[src/rtl/dcache_flush_ctrl_pkg.sv]
// dcache_flush_ctrl_pkg: shared cache typedefs, including the flush/kill walk states
package dcache_flush_ctrl_pkg;

    typedef enum logic [2:0] {
        IDLE,
        FL_TAG,
        FL_CHK,
        FL_DATA,
        FL_WB,
        FL_CLR,
        KILL,
        DONE
    } type_dcache_flush_states_e;

endpackage

[src/rtl/dcache_flush_ctrl.sv]
// dcache_flush_ctrl: walks every set of the direct-mapped dcache, writing back dirty lines (flush) or invalidating all lines (kill)
// Ports: flush_req_i/kill_req_i start a walk; flush_ack_o pulses once when it ends; busy_o is high outside IDLE.
//   tag_rd_en_o/data_rd_en_o/tag_wr_* drive the synchronous tag and data arrays at index tag_addr_o;
//   tag_valid_i/tag_dirty_i/tag_i/data_line_i return read data one cycle after the enable.
//   mem_req_o/mem_w_en_o/mem_addr_o/mem_wdata_o issue a line writeback held until mem_ack_i.
// Build option: DCACHE_FLUSH_PERF_CNT_EN adds wb_count_o, the number of lines written back by the last flush.
module dcache_flush_ctrl
    import dcache_flush_ctrl_pkg::*;
#(
    parameter int NUM_SETS = 128,
    parameter int ADDR_W   = 32,
    parameter int LINE_W   = 128,
    localparam int IDX_W    = $clog2(NUM_SETS),
    localparam int OFFSET_W = $clog2(LINE_W / 8),
    localparam int TAG_W    = ADDR_W - IDX_W - OFFSET_W
) (
    input  logic              clk,
    input  logic              rst_n,
    input  logic              flush_req_i,
    input  logic              kill_req_i,
    output logic              flush_ack_o,
    output logic              busy_o,
    output logic              tag_rd_en_o,
    output logic [IDX_W-1:0]  tag_addr_o,
    input  logic              tag_valid_i,
    input  logic              tag_dirty_i,
    input  logic [TAG_W-1:0]  tag_i,
    output logic              tag_wr_en_o,
    output logic              tag_wr_valid_o,
    output logic              tag_wr_dirty_o,
    output logic              data_rd_en_o,
    input  logic [LINE_W-1:0] data_line_i,
    output logic              mem_req_o,
    output logic              mem_w_en_o,
    output logic [ADDR_W-1:0] mem_addr_o,
    output logic [LINE_W-1:0] mem_wdata_o,
    input  logic              mem_ack_i
`ifdef DCACHE_FLUSH_PERF_CNT_EN
    ,
    output logic [IDX_W:0]    wb_count_o
`endif
);

    type_dcache_flush_states_e state_q, state_d;
    logic [IDX_W-1:0]  idx_q, idx_d;
    logic              kill_pend_q, kill_pend_d;
    logic [TAG_W-1:0]  hold_tag_q;
    logic [LINE_W-1:0] hold_line_q;
    logic              last_set, fl_walk, kill_now, wb_line;

    assign last_set = idx_q == IDX_W'(NUM_SETS - 1);
    assign fl_walk  = state_q inside {FL_TAG, FL_CHK, FL_DATA, FL_WB, FL_CLR};
    // A kill arriving in the very cycle of a check is honoured at once rather than lost.
    assign kill_now    = kill_pend_q | kill_req_i;
    assign kill_pend_d = fl_walk & kill_now;
    assign wb_line     = state_q == FL_CHK && tag_valid_i && tag_dirty_i;

    assign flush_ack_o    = state_q == DONE;
    assign busy_o         = state_q != IDLE;
    assign tag_rd_en_o    = state_q == FL_TAG;
    assign tag_addr_o     = idx_q;
    assign tag_wr_en_o    = state_q inside {FL_CLR, KILL};
    assign tag_wr_valid_o = state_q == FL_CLR;
    assign tag_wr_dirty_o = 1'b0;
    assign data_rd_en_o   = wb_line;
    assign mem_req_o      = state_q == FL_WB;
    assign mem_w_en_o     = state_q == FL_WB;
    assign mem_addr_o     = mem_req_o ? {hold_tag_q, idx_q, OFFSET_W'(0)} : '0;
    assign mem_wdata_o    = mem_req_o ? hold_line_q : '0;

    always_ff @(posedge clk or negedge rst_n) begin
        if (!rst_n) begin
            state_q     <= IDLE;
            idx_q       <= '0;
            kill_pend_q <= 1'b0;
            hold_tag_q  <= '0;
            hold_line_q <= '0;
        end else begin
            state_q     <= state_d;
            idx_q       <= idx_d;
            kill_pend_q <= kill_pend_d;
            if (state_q == FL_DATA) begin
                hold_tag_q  <= tag_i;
                hold_line_q <= data_line_i;
            end
        end
    end

    always_comb begin
        state_d = state_q;
        idx_d   = idx_q;
        case (state_q)
            IDLE: if (kill_req_i || flush_req_i) begin
                state_d = kill_req_i ? KILL : FL_TAG;
                idx_d   = '0;
            end
            FL_TAG:  state_d = FL_CHK;
            FL_CHK, FL_CLR: begin
                if (wb_line) state_d = FL_DATA;
                else if (kill_now) begin
                    state_d = KILL;
                    idx_d   = '0;
                end else if (last_set) state_d = DONE;
                else begin
                    state_d = FL_TAG;
                    idx_d   = idx_q + 1'b1;
                end
            end
            FL_DATA: state_d = FL_WB;
            FL_WB:   state_d = mem_ack_i ? FL_CLR : FL_WB;
            KILL: begin
                state_d = last_set ? DONE : KILL;
                idx_d   = last_set ? idx_q : idx_q + 1'b1;
            end
            DONE:    state_d = IDLE;
            default: state_d = IDLE;
        endcase
    end

`ifdef DCACHE_FLUSH_PERF_CNT_EN
    always_ff @(posedge clk or negedge rst_n) begin
        if (!rst_n) wb_count_o <= '0;
        else if (state_q == IDLE && flush_req_i && !kill_req_i) wb_count_o <= '0;
        else if (state_q == FL_WB && mem_ack_i) wb_count_o <= wb_count_o + 1'b1;
    end
`endif

endmodule
[config.mk]
export PLATFORM = sky130hd
export DESIGN_NAME = dcache_flush_ctrl
export DESIGN_NICKNAME = d
export VERILOG_FILES = /design/src/rtl/dcache_flush_ctrl_pkg.sv /design/src/rtl/dcache_flush_ctrl.sv
export SDC_FILE = /design/constraint.sdc
export NUM_CORES = 1
export LEC_CHECK = 0
export BUFFER_PORTS_ARGS = -buffer_cell sky130_fd_sc_hd__buf_2
export CAP_MARGIN = 5
export CORE_AREA = 2 2 127 129
export CTS_BUF_LIST = sky130_fd_sc_hd__clkbuf_16
export DETAILED_ROUTE_END_ITERATION = 6
export DIE_AREA = 0 0 129 131
export PLACE_DENSITY_LB_ADDON = 0.1
export SLEW_MARGIN = 20
export SYNTH_ARGS = -nofsm -noshare
export SYNTH_HDL_FRONTEND = slang
export SYNTH_SLANG_ARGS = --single-unit
[constraint.sdc]
create_clock -name clk -period 3.02 [get_ports clk]
set_input_delay 0.302 -clock clk [delete_from_list [all_inputs] [get_ports clk]]
set_output_delay 0.302 -clock clk [all_outputs]
set_load 0.02 [all_outputs]
==> results of run 1 <==
-- power breakdown --
group	internal [mW]	switching [mW]	leakage (nW)
clock	1.36	0.830	0.296
sequential	3.22	0.557	1.88
combinational	2.30	3.14	3.23
total	6.88	4.52	5.41
-- cell usage after synthesis (2+ instances only) --
| master | n |
|---|---|
| dfrtp_1 | 160 |
| and3_1 | 157 |
| mux2_2 | 149 |
| clkbuf_1 | 36 |
| buf_2 | 14 |
| nor2_1 | 8 |
| a21oi_1 | 7 |
| buf_4 | 7 |
| o21ai_0 | 6 |
| inv_1 | 5 |
| nand2_1 | 5 |
| nand3_1 | 4 |
| nor3_1 | 4 |
| or3_1 | 4 |
| buf_6 | 2 |
| nor2b_1 | 2 |
| o31ai_1 | 2 |
-- kinds of logic (layout without fill, tap and decap cells) --
family | after synthesis | in the layout
xor+xnor | 3 | 3
simple gates | 192 | 192
flops | 160 | 160
buf+inv | 66 | 373
mux | 150 | 150
compound gates | 22 | 22
fa+ha+maj | 1 | 1
other cells | 1 | 6
-- flip-flops by register name, summed over array words and instances (netlist names) --
register and flops:
state_q 3, tag_addr_o 7, hold_line_q 128, kill_pend_q 1, hold_tag_q 21
-- stage by stage --
step | cells | worst slack [ns] | total power [mW]
final | 1123 | 0.3718 | 11.41
after global routing | 1123 | 0.2377 | 12.12
after CTS | 1122 | 0.3683 | 11.48
after detailed placement | 1090 | 0.7720 | 9.258
after global placement | 1090 | 0.8613 | 9.063
after floorplan | 599 | 1.147 | 7.498
-- critical path, delay by kind of cell (launching register included) --
kind          cells  cell delay (ns)
buf+inv           3             1.13
flops             1             0.54
simple gates      1             0.24
-- area by class of cell --
cell class / instances / area, um^2 / area share [%]
multi-input cells: 373 / 3102 / 31.76
repair buffers: 336 / 1765 / 18.08
diodes: 1 / 2.502 / 0.02562
clock inverters: 14 / 173.9 / 1.781
clock buffers: 17 / 425.4 / 4.356
well taps: 216 / 270.3 / 2.767
flip-flops and latches: 160 / 4004 / 41.00
inverters: 6 / 22.52 / 0.2306
-- what timing repair did --
item                      4_1_cts  5_1_grt
buffers inserted                0        0
hold endpoints to repair       66        0
hold buffers                    1        0
-- worst paths after layout --
| check | slack [ns] | cells past startpoint | end | startpoint |
|---|---|---|---|---|
| max | 0.37 | 4 | mem_wdata_o[61] | state_q[0] |
| min | 0.12 | 2 | hold_line_q[46] | data_line_i[46] |
| max reg2reg | 0.77 | 3 | hold_line_q[16] | state_q[1] |
| min reg2reg | 0.50 | 1 | hold_line_q[37] | hold_line_q[37] |
| max in group asynchronous | 1.70 | 3 | hold_tag_q[10] | rst_n |
| min in group asynchronous | 0.45 | 2 | hold_line_q[0] | rst_n |
-- metal layers --
layer | share of wire (%) | up-vias
met3 | 7.8 | 34
met1 | 39 | 2835
met4 | 2.5 | 0
li1 | - | 2701
met5 | 0 | -
met2 | 51 | 241
==> results.md, run 1 <==
- The flow ran to the end, and the final reports show no timing, DRC or antenna violations.
- The fraction of synthesized cell area in xor and xnor cells is less than 1%.
- The initial utilization of the core area, before any placement, comes to a little under half.
- The average wire per standard cell is between 15 and 20 um.
- The signal on the critical path passes through inv_2 -> buf_4 -> and3_1 -> buf_2.
- The number of buffers created by CTS is 17.
- The number of optimization iterations in the first detailed-route pass is 4.
- The filler cells instantiated in the layout total 1,290.
- The mean instance size in the synthesized netlist is roughly 12 um^2.
- The slew at the pin closest to its max-slew limit is 0.6527 ns.
- For the worst setup path, the data required time is between 2 and 3 ns.
- The total area inside the core boundary comes to about 16,000 um^2.
- The initialized floorplan defines 46 standard-cell rows.
- In this run the vertical extent of the chip is 131 um.
- The worst path uses around 88% of the clock period.
- The cell leakage power is 5.405 nW.
- The worst setup path is launched from a flip-flop.
- The max-slew violation count is 0.
- After Yosys synthesis, full adders, half adders and majority gates account for less than 1% of the synthesized area.
- Global routing consumed, on the met3 layer, between 7 and 8% of the routing resources.
- The longest clock path from root to sink contains 2 buffers.
- The final layout contains about 1,100 nets.
- Dividing total power by cell area gives a power density of between 1000 and 1500 nW/um^2.
- The global routing usage on met1 is around 25%.
- The area fraction in compound gates after synthesis is around 1.9%.
- After synthesis, flip-flops and latches occupy a little over half of the total area.
- At the end of routability-driven placement, the weighted congestion stood at about 0.81.
- The top cell types in the final layout, fill and taps aside, are 325 x buf_2, 160 x dfrtp_1, 157 x and3_1.
- Counting flops with an async set or reset pin after synthesis yields a share of 100.0%.
- For met2 alone, demand over resource in global routing was 39.68%.
- The number of top-level pins is ~330.
- The top-area cell type share of the netlist area is around 54%.
- The die span in x is 129 um.
- Across the routed clock network, the largest skew measured is around 0.0092 ns.
- The clock sink total is 160.
- The worst min-delay path category is in2reg.
- The first-pass GRT wire length is 29,660 um.
- After detailed routing, the number of remaining DRC violations is 0.
- The number of max-cap violations is 0.
- The detail route stage leaves a number of antenna-violating nets equal to 0.
- The number of resized instances in the post-cts repair step is 0.
- After Yosys synthesis, and, or, nand and nor cells account for about 16% of the synthesized area.
- The layout overhead on the synthesized area is 32.24%.
- Summed over all nets, the half-perimeter wirelength after detailed placement is ~14,000 um.
- Adding up every negative setup slack in the final design gives 0 ns.
- After global routing the overflow that remains totals 0.
- With fillers left out, the area of the finished cells amounts to 9766 um^2.
- The total track usage is approximately 22%.
- The detailed-route via count is between 5,000 and 6,000.
- Setup repair after global routing left no endpoint under its margin.
- The proportion of synthesized area in mux cells is between 20% and 30%.
- After synthesis, the largest family of logic cells by area is multiplexers.
- VDD sags by at most 0.5892 mV.
- The maximum level of the CTS H-tree is 4.
- The number of global-route vias before repair came to 5,846.
- After detailed placement, the total cell area comes to between 9000 and 10,000 um^2.
- The largest net degree at the start of global routing is 79.
- Sorting the synthesized cells by area gives the leading types as dfrtp_1 54%, mux2_2 23%, and3_1 13%.
- The DRC marker count from the first detailed-route iteration is 387.
- After clock tree synthesis, the clock-pin slew on the worst setup and hold paths is 0.06 ns.
- The critical path arrival is around 2.4 ns.
- The number of failing hold endpoints at the final stage came to 0.
- The die covers 16,900 um^2.
- The worst pin sits at a relative slew slack of a little under three fifths.
- Counting every instance in the synthesized netlist gives around 600.
- In the routed layout, each cell is associated on average with a via count of just over 5.
- STA classifies the critical path endpoint as a primary output.
- The utilization after layout is between 60% and 70%.
- The number of warnings issued by yosys is 0.
- The initial antenna violation count is 1.
- The leading cell type in the layout, fill and taps excluded is buf_2.
- For this design, the slowest cell found on the critical path is dfrtp_1.
- The clock period could shrink to 2.648 ns.
- In this run, distinct cell masters in the synthesized netlist total 40.
- TritonCTS built the clock tree.
- In this run the most used layer during global routing was met2.
- The ratio of cells with drive above 1 in the final layout is 57.51%.
- The latest clock arrival within the worst-skew pair is a little over 0.4 ns.
- The cell sitting at the root of the clock tree is a clkbuf_16.
- Of all nets on the critical path, the largest fanout is 46.
- In the synthesized netlist the dominant register cell turns out to be dfrtp_1.
- During placement, the flow inserted port buffers numbering 326.
- In this run, synthesis produced a sequential element count of 160.
- The netlist area before placement is about 7400 um^2.
- The worst setup path is of the reg2out kind.
- In this run, synthesis inferred 0 flip-flops with an integrated enable.
- The total length of routed wires is ~20,000 um.
- Hold timing on the final database bottoms out at a slack of between 0.1 and 0.15 ns.
- The highest clock rate is between 0.3 and 0.4 GHz.
- Setup violations remaining at the end of the flow were counted as 0.
- On the worst path, the slowest cell contributes a delay of roughly 0.54 ns.
- Of all cell types, the one taking the most synthesized area is dfrtp_1.
Power figures use the tool's default switching activity.
==> inputs of run 2 (changes only) <==
--- a/config.mk
+++ b/config.mk
@@ -7,10 +7,10 @@
 export LEC_CHECK = 0
 export BUFFER_PORTS_ARGS = -buffer_cell sky130_fd_sc_hd__buf_2
 export CAP_MARGIN = 5
-export CORE_AREA = 2 2 127 129
+export CORE_MARGIN = 2
+export CORE_UTILIZATION = 48
 export CTS_BUF_LIST = sky130_fd_sc_hd__clkbuf_16
 export DETAILED_ROUTE_END_ITERATION = 6
-export DIE_AREA = 0 0 129 131
 export PLACE_DENSITY_LB_ADDON = 0.1
 export SLEW_MARGIN = 20
 export SYNTH_ARGS = -nofsm -noshare
==> constraint.sdc (replaced) <==
create_clock -name clk -period 2.5 [get_ports clk]
set_input_delay 0.25 -clock clk [delete_from_list [all_inputs] [get_ports clk]]
set_output_delay 0.25 -clock clk [all_outputs]
set_load 0.02 [all_outputs]
==> run 2 against run 1 <==
Effect of this change:
- count of clock-buffer cells in the layout unchanged
- sequential power increased by 21%
- final cell count shrank 2.4%
- utilization rose by 1.5 points
- combinational power up 21%
- die area fell by 3.0%
==> results.md, run 2 (synthesized netlist as in run 1, its figures left out) <==
- The run finished with clean final reports.
- The standard cell area after detailed placement is 9136 um^2 (-0.19%).
- The slew at the pin closest to its max-slew limit is 0.6922 ns (+0.03952 ns).
- In this run the clock root is driven by a clkbuf_16.
- The ratio of cells with drive above 1 in the final layout came to 57.46% (about the same).
- The flip-flop count of the largest register after layout is 128 (unchanged).
- The final RePlAce weighted congestion is 0.8614 (+5.7%).
- The initial antenna violation count is 3 (+2).
- The placement row count is 45 (-2.2%).
- The depth of the critical timing path with buffers and inverters included is 4 (unchanged).
- The DRC marker count from the first detailed-route iteration is 442 (+14%).
- The largest net degree at the start of global routing is 124 (+57%).
- The maximum root-to-sink buffer count is 2 (unchanged).
- The max-slew violation count is 0 (unchanged).
- The effective utilization at floorplan is 48.94% (+1.6 points).
- The relative slew slack is 53.85% (-2.6 points).
- The cell leakage power is 5.360 nW (-0.84%).
- In this run the most critical hold path is launched from data_line_i[61].
- The number of optimization iterations in the first detailed-route pass came to 4 (unchanged).
- The final critical path time including I/O delays and setup is approximately 2.3 ns.
- The final layout net count is 1,050 (-0.095%).
- The area of the core is 15,090 um^2 (-3.3%).
- Walking the worst path, the cells encountered are nor2b_4 -> buf_16 -> and3_1 -> buf_2.
- The setup path with the least slack is of type reg2out.
- The average wire per standard cell came to 17.49 um (+0.47%).
- The final instance area is 9669 um^2 (-0.99%).
- The count of cells along the worst hold path was 2 (unchanged).
- The floorplan die area is 16,390 um^2 (-3.0%).
- Setup repair after global routing left no endpoint under its margin.
- The launch point of the worst path is state_q[2].
- The delay contributed by the slowest stage of the critical path is 0.52 ns (-0.02 ns).
- The largest fanout of any net on the critical path is 123 (+170%).
- The critical path arrival is 2.06 ns (-0.29 ns).
- The die span in x is 128.0 um (-0.75%).
- Derived from the worst setup path, the maximum achievable clock frequency is between 0.4 and 0.5 GHz.
- The post-route DRC violation count was 0 (unchanged).
- The post-route setup TNS came to 0 ns (unchanged).
- The number of global-route vias before repair is 5,745 (-1.7%).
- The latest clock arrival within the worst-skew pair was 0.42 ns (about the same).
- The aggregate global routing overflow is 0 (unchanged).
- The final-layout worst hold slack is 0.06167 ns (-0.05603 ns).
- The worst setup path is captured at a primary output.
- TritonCTS built the clock tree.
- The worst register-to-register path begins at state_q[0].
- The y dimension of the die is 128.0 um (-2.3%).
- The detailed-route via count was 5,805 (-0.10%).
- The total buffers and inverters traversed by the critical path is 2 (-1).
- The clock sink total is 160 (unchanged).
- The number of max-cap violations is 0 (unchanged).
- The total track usage is 22.90% (+0.46 points).
- The peak supply drop is 0.6682 mV (+13%).
- The data required time of the critical path is 2.25 ns (-0.47 ns).
- The post-detailed-route count of antenna-violating nets came to 0 (unchanged).
- The area growth from synthesis to layout is 30.94%.
- The utilization after layout is 64.08% (+1.5 points).
- The register with the most flip-flops in the final layout is hold_line_q.
- The power density relative to cell area is 1385 nW/um^2 (+19%).
- The library cell used most frequently in the layout, excluding fill and tap cells, is buf_2.
- The final number of setup-violating endpoints is 0 (unchanged).
- The cell with the largest stage delay on the worst path is dfrtp_1.
- The clock skew after layout is 0.01128 ns (+0.002076 ns).
- The number of top-level pins came to 332 (unchanged).
- Dividing the final minimum period by the clock period gives 92.30%.
- The maximum level of the CTS H-tree is 4 (unchanged).
- The half-perimeter wire length after detailed placement is 13,250 um (-4.3%).
- The number of buffers created by CTS is 17 (unchanged).
- The total length of routed wires came to 19,170 um (-1.9%).
- The worst reg-to-reg path cell count is 7 (+4).
- The min-delay analysis places its worst path in the category in2reg.
- The clock transition at the registers of the reported paths is 0.06 ns (about the same).
- The startpoint class of the critical path is a flip-flop.
- Leaving out fill and tap cells, the most frequent cells in the layout are 325 x buf_2, 159 x dfrtp_1, 157 x and3_1.
- The first-pass GRT wire length is 29,410 um (-0.84%).
- On the critical path the largest part of the delay comes from simple AND/OR/NAND/NOR gates.
- The number of vias per cell after detailed routing came to 5.297 (+2.4%).
- The number of buffer cells added on primary ports is 326 (unchanged).
- The number of failing hold endpoints at the final stage was 0 (unchanged).
run 2: worst paths after layout:
check / slack, ns / endpoint
setup / recovery: 0.19 / mem_wdata_o[4]
setup reg to reg: 0.48 / tag_addr_o[5]
max in group asynchronous: 1.45 / hold_line_q[82]
min in group asynchronous: 0.37 / hold_line_q[123]
hold / removal: 0.06 / hold_line_q[61]
hold reg to reg: 0.50 / hold_line_q[39]
run 2: what timing repair did:
item,4_1_cts,5_1_grt
endpoints found under the hold margin,52,0
buffers inserted,0,0
resized for setup,0,4
endpoints found under the setup margin,0,64
hold buffers,1,0
run 2: worst register-to-register path: cells and delay by family (launching register included):
family                 cells  cell delay (ns)
flip-flops                 1             0.66
AND/OR/NAND/NOR            5             1.10
AO/OA/AOI/OAI              1             0.14
buffers and inverters      1             0.06
run 2: layer usage:
metal	track usage [%]	vias up	part of all wire, %
met5	0	-	0
met4	10.08	0	2.9
met3	7.805	33	7.7
li1	-	2705	-
met1	27.82	2830	40
met2	37.24	237	49
run 2: cell type report:
type	count	area [um^2]
fill	1212	5420
sequential	160	4005
multi-input combinational	373	3102
timing repair buffer	335	1790
clock buffer	17	425.4
tap	188	235.2
clock inverter	14	78.83
inverter	6	25.02
antenna	3	7.507
run 2: stage by stage:
step                worst slack, ns  total power, mW  cells
floorplan                    0.6269            9.058    599
global placement             0.5380            10.97   1061
detailed placement           0.4975            11.18   1061
CTS                         0.09609            13.46   1093
global route                0.08506            14.22   1096
finish                       0.1926            13.39   1096
run 2: power by group:
group | internal [mW] | switching [mW] | total [mW] | leakage [nW]
Combinational | 2.82 | 3.75 | 6.58 | 3.24
Sequential | 3.89 | 0.684 | 4.58 | 1.88
Clock | 1.24 | 0.996 | 2.23 | 0.245
Total | 7.95 | 5.43 | 13.4 | 5.36
